### src/rtl/axi_lite_pkg.sv
// rtl/axi_lite_pkg.sv - shared response codes, engine states and strobe-width helper
package axi_lite_pkg;

    typedef enum logic [1:0] {
        RESP_OKAY   = 2'b00,
        RESP_EXOKAY = 2'b01,
        RESP_SLVERR = 2'b10,
        RESP_DECERR = 2'b11
    } axi_resp_e;

    typedef enum logic [2:0] {
        ST_IDLE,
        ST_WR_AD,
        ST_WR_B,
        ST_RD_A,
        ST_RD_D,
        ST_RSP
    } state_e;

    function automatic int strb_width(input int data_width);
        return data_width / 8;
    endfunction

endpackage

### src/rtl/axi_lite_timeout_ctr.sv
// rtl/axi_lite_timeout_ctr.sv - per-state wait counter; expired on the last allowed cycle
module axi_lite_timeout_ctr #(
    parameter int TIMEOUT_CYCLES = 256
) (
    input  logic clk,
    input  logic rst_n,
    input  logic clear,
    input  logic enable,
    output logic expired
);

    generate
        if (TIMEOUT_CYCLES == 0) begin : g_bypass
            logic unused_inputs;
            assign unused_inputs = ^{clk, rst_n, clear, enable};
            assign expired       = 1'b0;
        end else begin : g_ctr
            localparam int W = (TIMEOUT_CYCLES > 1) ? $clog2(TIMEOUT_CYCLES) : 1;
            localparam logic [W-1:0] LAST = W'(TIMEOUT_CYCLES - 1);

            logic [W-1:0] cnt;

            always_ff @(posedge clk or negedge rst_n) begin
                if (!rst_n) begin
                    cnt <= '0;
                end else if (clear) begin
                    cnt <= '0;
                end else if (enable && !expired) begin
                    cnt <= cnt + 1'b1;
                end
            end

            assign expired = enable && (cnt == LAST);
        end
    endgenerate

endmodule

### src/rtl/axi_lite_master_engine.sv
// rtl/axi_lite_master_engine.sv - command/response port to single AXI4-Lite transactions
// One transaction outstanding; stalled slaves are aborted to a SLVERR/timeout response.
module axi_lite_master_engine
    import axi_lite_pkg::*;
#(
    parameter int DATA_WIDTH     = 32,
    parameter int ADDR_WIDTH     = 8,
    parameter int RESP_WIDTH     = 3,
    parameter int TIMEOUT_CYCLES = 256
) (
    input  logic                                s3_axi_aclk,
    input  logic                                s3_axi_aresetn,

    input  logic                                cmd_valid,
    output logic                                cmd_ready,
    input  logic                                cmd_write,
    input  logic [ADDR_WIDTH-1:0]               cmd_addr,
    input  logic [DATA_WIDTH-1:0]               cmd_wdata,
    input  logic [strb_width(DATA_WIDTH)-1:0]   cmd_wstrb,

    output logic                                rsp_valid,
    input  logic                                rsp_ready,
    output logic [DATA_WIDTH-1:0]               rsp_rdata,
    output logic [RESP_WIDTH-1:0]               rsp_resp,
    output logic                                rsp_timeout,
    output logic                                busy,

    output logic [ADDR_WIDTH-1:0]               m3_axi_awaddr,
    output logic                                m3_axi_awvalid,
    input  logic                                m3_axi_awready,
    output logic [DATA_WIDTH-1:0]               m3_axi_wdata,
    output logic [strb_width(DATA_WIDTH)-1:0]   m3_axi_wstrb,
    output logic                                m3_axi_wvalid,
    input  logic                                m3_axi_wready,
    input  logic [RESP_WIDTH-1:0]               m3_axi_bresp,
    input  logic                                m3_axi_bvalid,
    output logic                                m3_axi_bready,
    output logic [ADDR_WIDTH-1:0]               m3_axi_araddr,
    output logic                                m3_axi_arvalid,
    input  logic                                m3_axi_arready,
    input  logic [DATA_WIDTH-1:0]               m3_axi_rdata,
    input  logic [RESP_WIDTH-1:0]               m3_axi_rresp,
    input  logic                                m3_axi_rvalid,
    output logic                                m3_axi_rready
);

    localparam int STRB_WIDTH = strb_width(DATA_WIDTH);

    function automatic logic [RESP_WIDTH-1:0] resp_field(input logic [1:0] code);
        resp_field      = '0;
        resp_field[1:0] = code;
    endfunction

    state_e                  state;
    logic [ADDR_WIDTH-1:0]   addr_q;
    logic [DATA_WIDTH-1:0]   wdata_q;
    logic [STRB_WIDTH-1:0]   wstrb_q;

    logic aw_hs, w_hs, ar_hs, b_hs, r_hs, ad_done;
    logic completing, tmo_en, tmo_clr, tmo_expired, abort;
    logic unused_resp_bits;

    assign aw_hs   = m3_axi_awvalid & m3_axi_awready;
    assign w_hs    = m3_axi_wvalid  & m3_axi_wready;
    assign ar_hs   = m3_axi_arvalid & m3_axi_arready;
    assign b_hs    = m3_axi_bvalid  & m3_axi_bready;
    assign r_hs    = m3_axi_rvalid  & m3_axi_rready;
    // Each write channel is done once its valid has already dropped or handshakes now.
    assign ad_done = (!m3_axi_awvalid | m3_axi_awready) & (!m3_axi_wvalid | m3_axi_wready);

    assign completing = ((state == ST_WR_AD) & ad_done) |
                        ((state == ST_WR_B)  & b_hs)    |
                        ((state == ST_RD_A)  & ar_hs)   |
                        ((state == ST_RD_D)  & r_hs);
    assign tmo_en  = (state == ST_WR_AD) | (state == ST_WR_B) |
                     (state == ST_RD_A)  | (state == ST_RD_D);
    assign tmo_clr = !tmo_en | completing;
    assign abort   = tmo_expired & !completing;

    assign unused_resp_bits = ^{m3_axi_bresp, m3_axi_rresp};

    axi_lite_timeout_ctr #(
        .TIMEOUT_CYCLES (TIMEOUT_CYCLES)
    ) u_timeout (
        .clk     (s3_axi_aclk),
        .rst_n   (s3_axi_aresetn),
        .clear   (tmo_clr),
        .enable  (tmo_en),
        .expired (tmo_expired)
    );

    assign cmd_ready     = (state == ST_IDLE);
    assign busy          = (state != ST_IDLE);
    assign m3_axi_awaddr = addr_q;
    assign m3_axi_araddr = addr_q;
    assign m3_axi_wdata  = wdata_q;
    assign m3_axi_wstrb  = wstrb_q;

    always_ff @(posedge s3_axi_aclk or negedge s3_axi_aresetn) begin
        if (!s3_axi_aresetn) begin
            state          <= ST_IDLE;
            addr_q         <= '0;
            wdata_q        <= '0;
            wstrb_q        <= '0;
            m3_axi_awvalid <= 1'b0;
            m3_axi_wvalid  <= 1'b0;
            m3_axi_bready  <= 1'b0;
            m3_axi_arvalid <= 1'b0;
            m3_axi_rready  <= 1'b0;
            rsp_valid      <= 1'b0;
            rsp_rdata      <= '0;
            rsp_resp       <= '0;
            rsp_timeout    <= 1'b0;
        end else if (abort) begin
            m3_axi_awvalid <= 1'b0;
            m3_axi_wvalid  <= 1'b0;
            m3_axi_bready  <= 1'b0;
            m3_axi_arvalid <= 1'b0;
            m3_axi_rready  <= 1'b0;
            rsp_valid      <= 1'b1;
            rsp_timeout    <= 1'b1;
            rsp_resp       <= resp_field(RESP_SLVERR);
            rsp_rdata      <= '0;
            state          <= ST_RSP;
        end else begin
            case (state)
                ST_IDLE: begin
                    if (cmd_valid) begin
                        addr_q  <= cmd_addr;
                        wdata_q <= cmd_wdata;
                        wstrb_q <= cmd_wstrb;
                        if (cmd_write) begin
                            m3_axi_awvalid <= 1'b1;
                            m3_axi_wvalid  <= 1'b1;
                            state          <= ST_WR_AD;
                        end else begin
                            m3_axi_arvalid <= 1'b1;
                            state          <= ST_RD_A;
                        end
                    end
                end
                ST_WR_AD: begin
                    if (aw_hs) m3_axi_awvalid <= 1'b0;
                    if (w_hs)  m3_axi_wvalid  <= 1'b0;
                    if (ad_done) begin
                        m3_axi_bready <= 1'b1;
                        state         <= ST_WR_B;
                    end
                end
                ST_WR_B: begin
                    if (b_hs) begin
                        m3_axi_bready <= 1'b0;
                        rsp_resp      <= resp_field(m3_axi_bresp[1:0]);
                        rsp_rdata     <= '0;
                        rsp_timeout   <= 1'b0;
                        rsp_valid     <= 1'b1;
                        state         <= ST_RSP;
                    end
                end
                ST_RD_A: begin
                    if (ar_hs) begin
                        m3_axi_arvalid <= 1'b0;
                        m3_axi_rready  <= 1'b1;
                        state          <= ST_RD_D;
                    end
                end
                ST_RD_D: begin
                    if (r_hs) begin
                        m3_axi_rready <= 1'b0;
                        rsp_rdata     <= m3_axi_rdata;
                        rsp_resp      <= resp_field(m3_axi_rresp[1:0]);
                        rsp_timeout   <= 1'b0;
                        rsp_valid     <= 1'b1;
                        state         <= ST_RSP;
                    end
                end
                ST_RSP: begin
                    if (rsp_ready) begin
                        rsp_valid   <= 1'b0;
                        rsp_timeout <= 1'b0;
                        state       <= ST_IDLE;
                    end
                end
                default: state <= ST_IDLE;
            endcase
        end
    end

endmodule

### config.mk
export PLATFORM = sky130hd
export DESIGN_NAME = axi_lite_master_engine
export DESIGN_NICKNAME = d
export VERILOG_FILES = /design/src/rtl/axi_lite_pkg.sv /design/src/rtl/axi_lite_timeout_ctr.sv /design/src/rtl/axi_lite_master_engine.sv
export SDC_FILE = /design/constraint.sdc
export NUM_CORES = 1
export LEC_CHECK = 0
export ABC_AREA = 1
export ABC_CLOCK_PERIOD_IN_PS = 1900
export CORE_ASPECT_RATIO = 1.25
export CORE_MARGIN = 10
export CORE_UTILIZATION = 24
export DETAILED_ROUTE_END_ITERATION = 7
export SLEW_MARGIN = 0
export SYNTH_ARGS = -nofsm -noshare
export SYNTH_HDL_FRONTEND = slang
export SYNTH_HIERARCHICAL = 1
export SYNTH_SLANG_ARGS = --single-unit
### constraint.sdc
create_clock -name s3_axi_aclk -period 1.9 [get_ports s3_axi_aclk]
set_input_delay 0.475 -clock s3_axi_aclk [delete_from_list [all_inputs] [get_ports s3_axi_aclk]]
set_output_delay 0.475 -clock s3_axi_aclk [all_outputs]
set_load 0.05 [all_outputs]
# After elaboration in Yosys (flattened, before gate mapping)
# Index checks and enable logic that the tools add are counted.
[word_totals] regBits=97 input_bits=92 output_inout_bits=96 wordCells=124
[classes] addsub=1 n_eq_ne=16 mux=47 bitwise=21 n_reduce_logical=25
[op_table] operator="32-bit 2-to-1 mux" n=3
[op_table] operator="32-bit one-hot mux with 2 select lines" n=1
[op_table] operator="3-bit 2-to-1 mux" n=10
[op_table] operator="1-bit 2-to-1 mux" n=21
[op_table] operator="3-bit inequality test (second input constant)" n=7
[op_table] operator="3-bit one-hot mux with 6 select lines" n=1
[op_table] operator="3-bit nonzero test" n=6
[op_table] operator="8-bit 2-to-1 mux" n=2
[op_table] operator="4-bit AND reduction" n=4
[op_table] operator="3-bit AND reduction" n=4
[op_table] operator="1-bit AND" n=11
[op_table] operator="1-bit one-hot mux with 2 select lines" n=5
[op_table] operator="1-bit bitwise OR" n=9
[op_table] operator="8-bit by 1-bit adder with 8-bit output (second input constant)" n=1
[op_table] operator="8-bit equality test (second input constant)" n=1
[op_table] operator="3-bit by 2-bit equality test with 1-bit output (second input constant)" n=2
[op_table] operator="3-bit equality test (second input constant)" n=2
[op_table] operator="3-bit by 2-bit inequality test with 1-bit output (second input constant)" n=2
[op_table] operator="1-bit one-hot mux with 3 select lines" n=2
[op_table] operator="3-bit one-hot mux with 2 select lines" n=1
[op_table] operator="6-bit AND reduction" n=1
[op_table] operator="1-bit logical NOT" n=5
[op_table] operator="4-bit nonzero test" n=1
[op_table] operator="3-bit by 1-bit equality test with 1-bit output (second input constant)" n=1
[op_table] operator="other kinds (6)" n=7

# Depth between registers and ports, before layout
[depth] ltp_word=11 ltp_mapped=13 depth_no_buf=12

# Modules after synthesis
# Netlist, hierarchy kept.
[by_module_without_submodules] mod="axi_lite_master_engine" n_inst=1 cells_each=365 area_each_um2=4013.8 seq_area_each_um2=2202.1
[by_module_without_submodules] mod="axi_lite_timeout_ctr" n_inst=1 cells_each=72 area_each_um2=519.2 seq_area_each_um2=200.2

# Worst setup path after synthesis
# OpenSTA, ideal clock, no wires.
[synth_timing] path_type="reg2reg" start="register state[1]" end="register addr_q[0], in the netlist m3_axi_araddr[0]" setup_time_ps=125 arrival_ps=2134 required_ps=1775 slack_ps=-359 stages_incl_launch_ff=7 path_buffers=1 synth_period_minus_slack_ps=2259 cell_sequence="dfrtp_1 > nor2_1 > nand2_1 > inv_1 > nand3_4 > buf_6 > mux2_4"
[synth_between] word_cells_on_any_way=20 classes_between="4 x eq/ne; 12 x bitwise; 4 x reduce/logical"
[synth_lines] item="start: declaration" line_no="axi_lite_master_engine.sv:54" source="state_e state;"
[synth_lines] item="start signal: assignment" line_no="axi_lite_master_engine.sv:101" source="state <= ST_IDLE;"
[synth_lines] item="start signal: assignment" line_no="axi_lite_master_engine.sv:124" source="state <= ST_RSP;"
[synth_lines] item="start signal: assignment" line_no="axi_lite_master_engine.sv:135" source="state <= ST_WR_AD;"
[synth_lines] item="3-bit logical NOT"
[synth_lines] item="via cmd_ready" line_no="axi_lite_master_engine.sv:15" source="output logic cmd_ready,"
[synth_lines] item="3-bit AND reduction (no line)"
[synth_lines] item="end signal: assignment" line_no="axi_lite_master_engine.sv:129" source="addr_q <= cmd_addr;"
[synth_lines] item="end: declaration" line_no="axi_lite_master_engine.sv:55" source="logic [ADDR_WIDTH-1:0] addr_q;"
# The timed path passes the listed nets, and every way through them passes these cells.
# A chain may end at the register's enable or synchronous reset.

# Worst setup path in the final report
[layout_timing] start="register state[0]" end="register wdata_q[3], in the netlist m3_axi_wdata[3]"
[layout_between] word_cells_on_any_way=20 classes_between="4 x eq/ne; 12 x bitwise; 4 x reduce/logical"
[layout_lines] item="3-bit by 1-bit equality test with 1-bit output or 3-bit by 2-bit equality test with 1-bit output (tied branches)" line_no="axi_lite_master_engine.sv:75" source="assign tmo_en = (state == ST_WR_AD) | (state == ST_WR_B) |"
[layout_lines] item="1-bit bitwise OR (2 in series)" line_no="axi_lite_master_engine.sv:75"
[layout_lines] item="1-bit bitwise OR *" line_no="axi_lite_master_engine.sv:76" source="(state == ST_RD_A) | (state == ST_RD_D);"
[layout_lines] item="via tmo_en" line_no="axi_lite_master_engine.sv:60" source="logic completing, tmo_en, tmo_clr, tmo_expired, abort;"
[layout_lines] item="1-bit logical AND *" line_no="axi_lite_timeout_ctr.sv:33" source="assign expired = enable && (cnt == LAST);"
[layout_lines] item="via tmo_expired" line_no="axi_lite_master_engine.sv:60"
[layout_lines] item="1-bit AND *" line_no="axi_lite_master_engine.sv:78" source="assign abort = tmo_expired & !completing;"
[layout_lines] item="1-bit inverter (no line) *"
[layout_lines] item="3-bit AND reduction (no line) *"
[layout_lines] item="end signal: assignment" line_no="axi_lite_master_engine.sv:130" source="wdata_q <= cmd_wdata;"
[layout_lines] item="end: declaration" line_no="axi_lite_master_engine.sv:56" source="logic [DATA_WIDTH-1:0] wdata_q;"
# Mark *: on every way through the listed nets, which the timed path passes. The rest lies on a longest branch.

==> results.sh <==
export IMPL_drt_iter0_markers=129
export IMPL_post_drt_via_cell_ratio=4.18
export IMPL_power_density_nw_per_um2=2140
export IMPL_die_width_um=143
export IMPL_vdd_drop_max_mv=0.688
export IMPL_clock_power_share_pct=13.2
export IMPL_dpl_hpwl_mm=10.8
export IMPL_worstRegToRegCells=10
export IMPL_antenna_found_initial=0
export IMPL_max_h_tree_level=3
export IMPL_setup_worst_path_class="reg -> reg"
export IMPL_period_utilisation_layout_pct=105
export IMPL_layout_cell_area_non_filler_sq_um=7300
export IMPL_setup_tns_final_ns=-3.29
export IMPL_synth_seq_area_share_pct=53.0
export IMPL_clk_insertion_delay_late_ns=0.34
export IMPL_design_core_area_sq_um=18600
export IMPL_tot_gr_track_use_pct=11.2
export IMPL_drive_above_1_share_pct=38.5
export IMPL_place_congestion=0.777
export IMPL_avgSynthCellArea_sq_um=10.4
export IMPL_final_hold_viol_count=0
export IMPL_clk_root_buffer_cell="sky130_fd_sc_hd__clkbuf_16"
export IMPL_postRouteWirelength_mm=14.4
export IMPL_count_of_tritonroute_iterations_in_the_first_routing_pass=5
export IMPL_ant_nets=0
export IMPL_num_cts_buffers=9
export IMPL_tritoncts_clock_tree="yes"
export IMPL_antenna_diode_count=0
export IMPL_syn_area_sq_um=4530
export IMPL_cp_arrival_ns=2.21
export IMPL_minimum_setup_slack_after_placement_ns=-0.452
export IMPL_p_seq_share_pct=23.2
export IMPL_cp_max_fo=10
export IMPL_clock_path_buffers=2
export IMPL_worst_hold_path_type="in -> async"
export IMPL_netlist_instances=437
export IMPL_synth_seq_cells=96
export IMPL_globalRoute_totalOverflow=0
export IMPL_power_leakage_nw=3.59
export IMPL_max_cap_viol_count=0
export IMPL_synth_cell_type_count=29
export IMPL_path_clk_slew_ns=0.07
export IMPL_final_hold_worst_slack_ns=0.0527
export IMPL_sw_frac_of_total_pct=48.6
export IMPL_p_sw_mw=7.58
export IMPL_final_min_clock_period_ns=2.00
export IMPL_initial_core_util_pct=24.3
export IMPL_detail_route_drc_violations=0
export IMPL_global_route_wire_length_before_repair_mm=22.1
export IMPL_finalMaxSlewViolations=0
export IMPL_startpoint_type="register"
export IMPL_power_frac_comb_pct=63.6
export IMPL_wl_per_cell_um=15.9
export IMPL_clock_sink_count=96
export IMPL_failed_checks="setup timing"
export IMPL_route_vias_total=3782
export IMPL_rows=56
export IMPL_post_place_cells=875
export IMPL_fill_cells=1848
export IMPL_outcome="complete, but fails checks"
export IMPL_areaGrowthSynthToFinish_pct=61.1
export IMPL_worst_endpoint_required_ns=2.12
export IMPL_timing_rr_start="state[0]$_DFFE_PN0P_"
export IMPL_timing_final_ws_setup_ns=-0.0952
export IMPL_yosysWarningCount=6
export IMPL_num_nets_final=762
export IMPL_placed_cell_area_sq_um=6690
export IMPL_finalClockSkew_ns=0.00971
export IMPL_number_of_global_route_vias_before_repair=3860
export IMPL_internal_power_mw=8.04
export IMPL_max_freq_mhz=501
export IMPL_layout_cells_non_filler=904
export IMPL_cts_hold_buffers_added=0
export IMPL_totalPowerFinal_mw=15.6
export IMPL_syn_nets=530
export IMPL_setup_violations_final=69
export IMPL_io_buffer_count=184
export IMPL_grt_max_degree=38
export IMPL_startpoint="state[0]$_DFFE_PN0P_"
export IMPL_fp_dieH_um=174
export IMPL_setup_repair_after_global_routing_missed_its_margin="yes"
export IMPL_end_kind="register"
export IMPL_post_route_util_pct=39.2
export IMPL_io_pin_count=188
export IMPL_die_area_sq_um=24800
area by class of cell:
type / count / area (sq um) / area share (%)
clock inverters: 5 / 106 / 1.46
well taps: 232 / 290 / 3.97
repair buffers: 246 / 2270 / 31.1
inverters: 25 / 97.6 / 1.34
multi-input cells: 291 / 1900 / 26.1
clock buffers: 9 / 225 / 3.08
flip-flops and latches: 96 / 2410 / 32.9
worst max-delay path, cell delays in order, from the launching register on:
cell                      delay, ns
sky130_fd_sc_hd__dfrtp_2       0.46
sky130_fd_sc_hd__nor2_4        0.13
sky130_fd_sc_hd__nand2_2       0.07
sky130_fd_sc_hd__nand4_1       0.12
sky130_fd_sc_hd__inv_1         0.08
sky130_fd_sc_hd__nor2_2        0.13
sky130_fd_sc_hd__nand3_4       0.12
sky130_fd_sc_hd__nand3_4       0.17
sky130_fd_sc_hd__buf_12        0.14
sky130_fd_sc_hd__buf_12        0.14
sky130_fd_sc_hd__mux2_4        0.31
logic make-up (layout without fill, tap and decap cells):
family,count (synthesis),count (layout),share of synthesized area [%]
multiplexers,44,44,14.2
AND/OR/NAND/NOR,196,196,19.7
flip-flops,96,96,53.0
buffers and inverters,50,285,6.98
other,1,1,0.0827
AO/OA/AOI/OAI,48,48,5.52
adder cells (fa/ha/maj),1,1,0.276
XOR/XNOR,1,1,0.193
timing repair:
action	in CTS	in global routing
setup buffers	5	7
gates resized for setup	11	20
setup endpoints to repair	84	90
gates cloned	3	2
pin swaps	2	6
power by group through the flow:
| stage | Combinational [mW] | Clock (mW) | Sequential, mW |
|---|---|---|---|
| after floorplan | 3.30 | 0 | 6.69 |
| after global placement | 9.32 | 0 | 3.63 |
| after detailed placement | 9.38 | 0 | 3.65 |
| after CTS | 9.81 | 2.15 | 3.63 |
| after global routing | 10.5 | 2.23 | 3.76 |
| final | 9.93 | 2.06 | 3.63 |
cell usage after synthesis:
cell	number	area, sq um
sky130_fd_sc_hd__o21ai_2	1	8.76
sky130_fd_sc_hd__nand2_2	6	37.5
sky130_fd_sc_hd__nand2_4	2	22.5
sky130_fd_sc_hd__xor2_1	1	8.76
sky130_fd_sc_hd__inv_1	23	86.3
sky130_fd_sc_hd__o21ai_1	34	170
sky130_fd_sc_hd__nor2_4	3	33.8
sky130_fd_sc_hd__buf_4	9	67.6
sky130_fd_sc_hd__nand4_1	3	18.8
sky130_fd_sc_hd__mux2_2	4	45.0
sky130_fd_sc_hd__a21oi_1	3	15.0
sky130_fd_sc_hd__mux2_4	40	601
sky130_fd_sc_hd__buf_2	4	20.0
sky130_fd_sc_hd__or2_2	1	6.26
sky130_fd_sc_hd__inv_2	2	7.51
sky130_fd_sc_hd__conb_1	1	3.75
sky130_fd_sc_hd__nor2_1	18	67.6
sky130_fd_sc_hd__nand3b_1	1	7.51
sky130_fd_sc_hd__o21bai_1	1	7.51
sky130_fd_sc_hd__o21ai_0	8	40.0
sky130_fd_sc_hd__nand2_1	129	484
sky130_fd_sc_hd__ha_1	1	12.5
sky130_fd_sc_hd__a21oi_2	1	8.76
sky130_fd_sc_hd__buf_6	12	135
sky130_fd_sc_hd__nand3_4	2	35.0
sky130_fd_sc_hd__nor2_2	4	25.0
sky130_fd_sc_hd__dfrtp_1	96	2400
sky130_fd_sc_hd__nand3_1	23	115
sky130_fd_sc_hd__nand3_2	4	40.0
sequential cells by signal, summed over array words and instances, names as in the netlist:
name	flops
m3_axi_araddr	8
m3_axi_arvalid	1
m3_axi_awvalid	1
m3_axi_bready	1
m3_axi_rready	1
m3_axi_wdata	32
m3_axi_wstrb	4
m3_axi_wvalid	1
rsp_rdata	32
rsp_resp	2
rsp_timeout	1
rsp_valid	1
state	3
u_timeout/g_ctr.cnt	8
worst paths after layout:
path                                                 to  slack [ns]
setup / recovery            m3_axi_wdata[3]$_DFFE_PN0P_        -0.1
hold / removal             m3_axi_araddr[7]$_DFFE_PN0P_        0.05
setup reg to reg            m3_axi_wdata[3]$_DFFE_PN0P_        -0.1
hold reg to reg                 rsp_resp[1]$_DFFE_PN0P_        0.48
max in group asynchronous   m3_axi_wdata[0]$_DFFE_PN0P_        1.28
min in group s3_axi_aclk        rsp_resp[1]$_DFFE_PN0P_        0.48
placed cells by master (no fill, tap or decap), drive strengths merged:
master,netlist,layout
ha,1,1
nand3,29,29
clkbuf,0,10
inv,25,25
a21oi,4,4
o21bai,1,1
clkdlybuf4s50,0,88
clkinvlp,0,2
nand3b,1,1
dfrtp,96,96
mux2,44,44
nand4,3,3
xor2,1,1
o21ai,43,43
nor2,25,25
bufinv,0,3
or2,1,1
buf,25,157
conb,1,1
nand2,137,137
metal layers:
metal  vias to the layer above  part of all wire [%]  routed length, um  global-route usage, %
li1                       1876                     -                  -                      -
met1                      1800                    39               5550                   12.6
met2                        95                    53               7570                   19.2
met3                        11                   7.0                999                   3.76
met4                         0                   1.5                221                   4.05
met5                         -                     0                  0                      0
(Power assumes the default switching activity.)
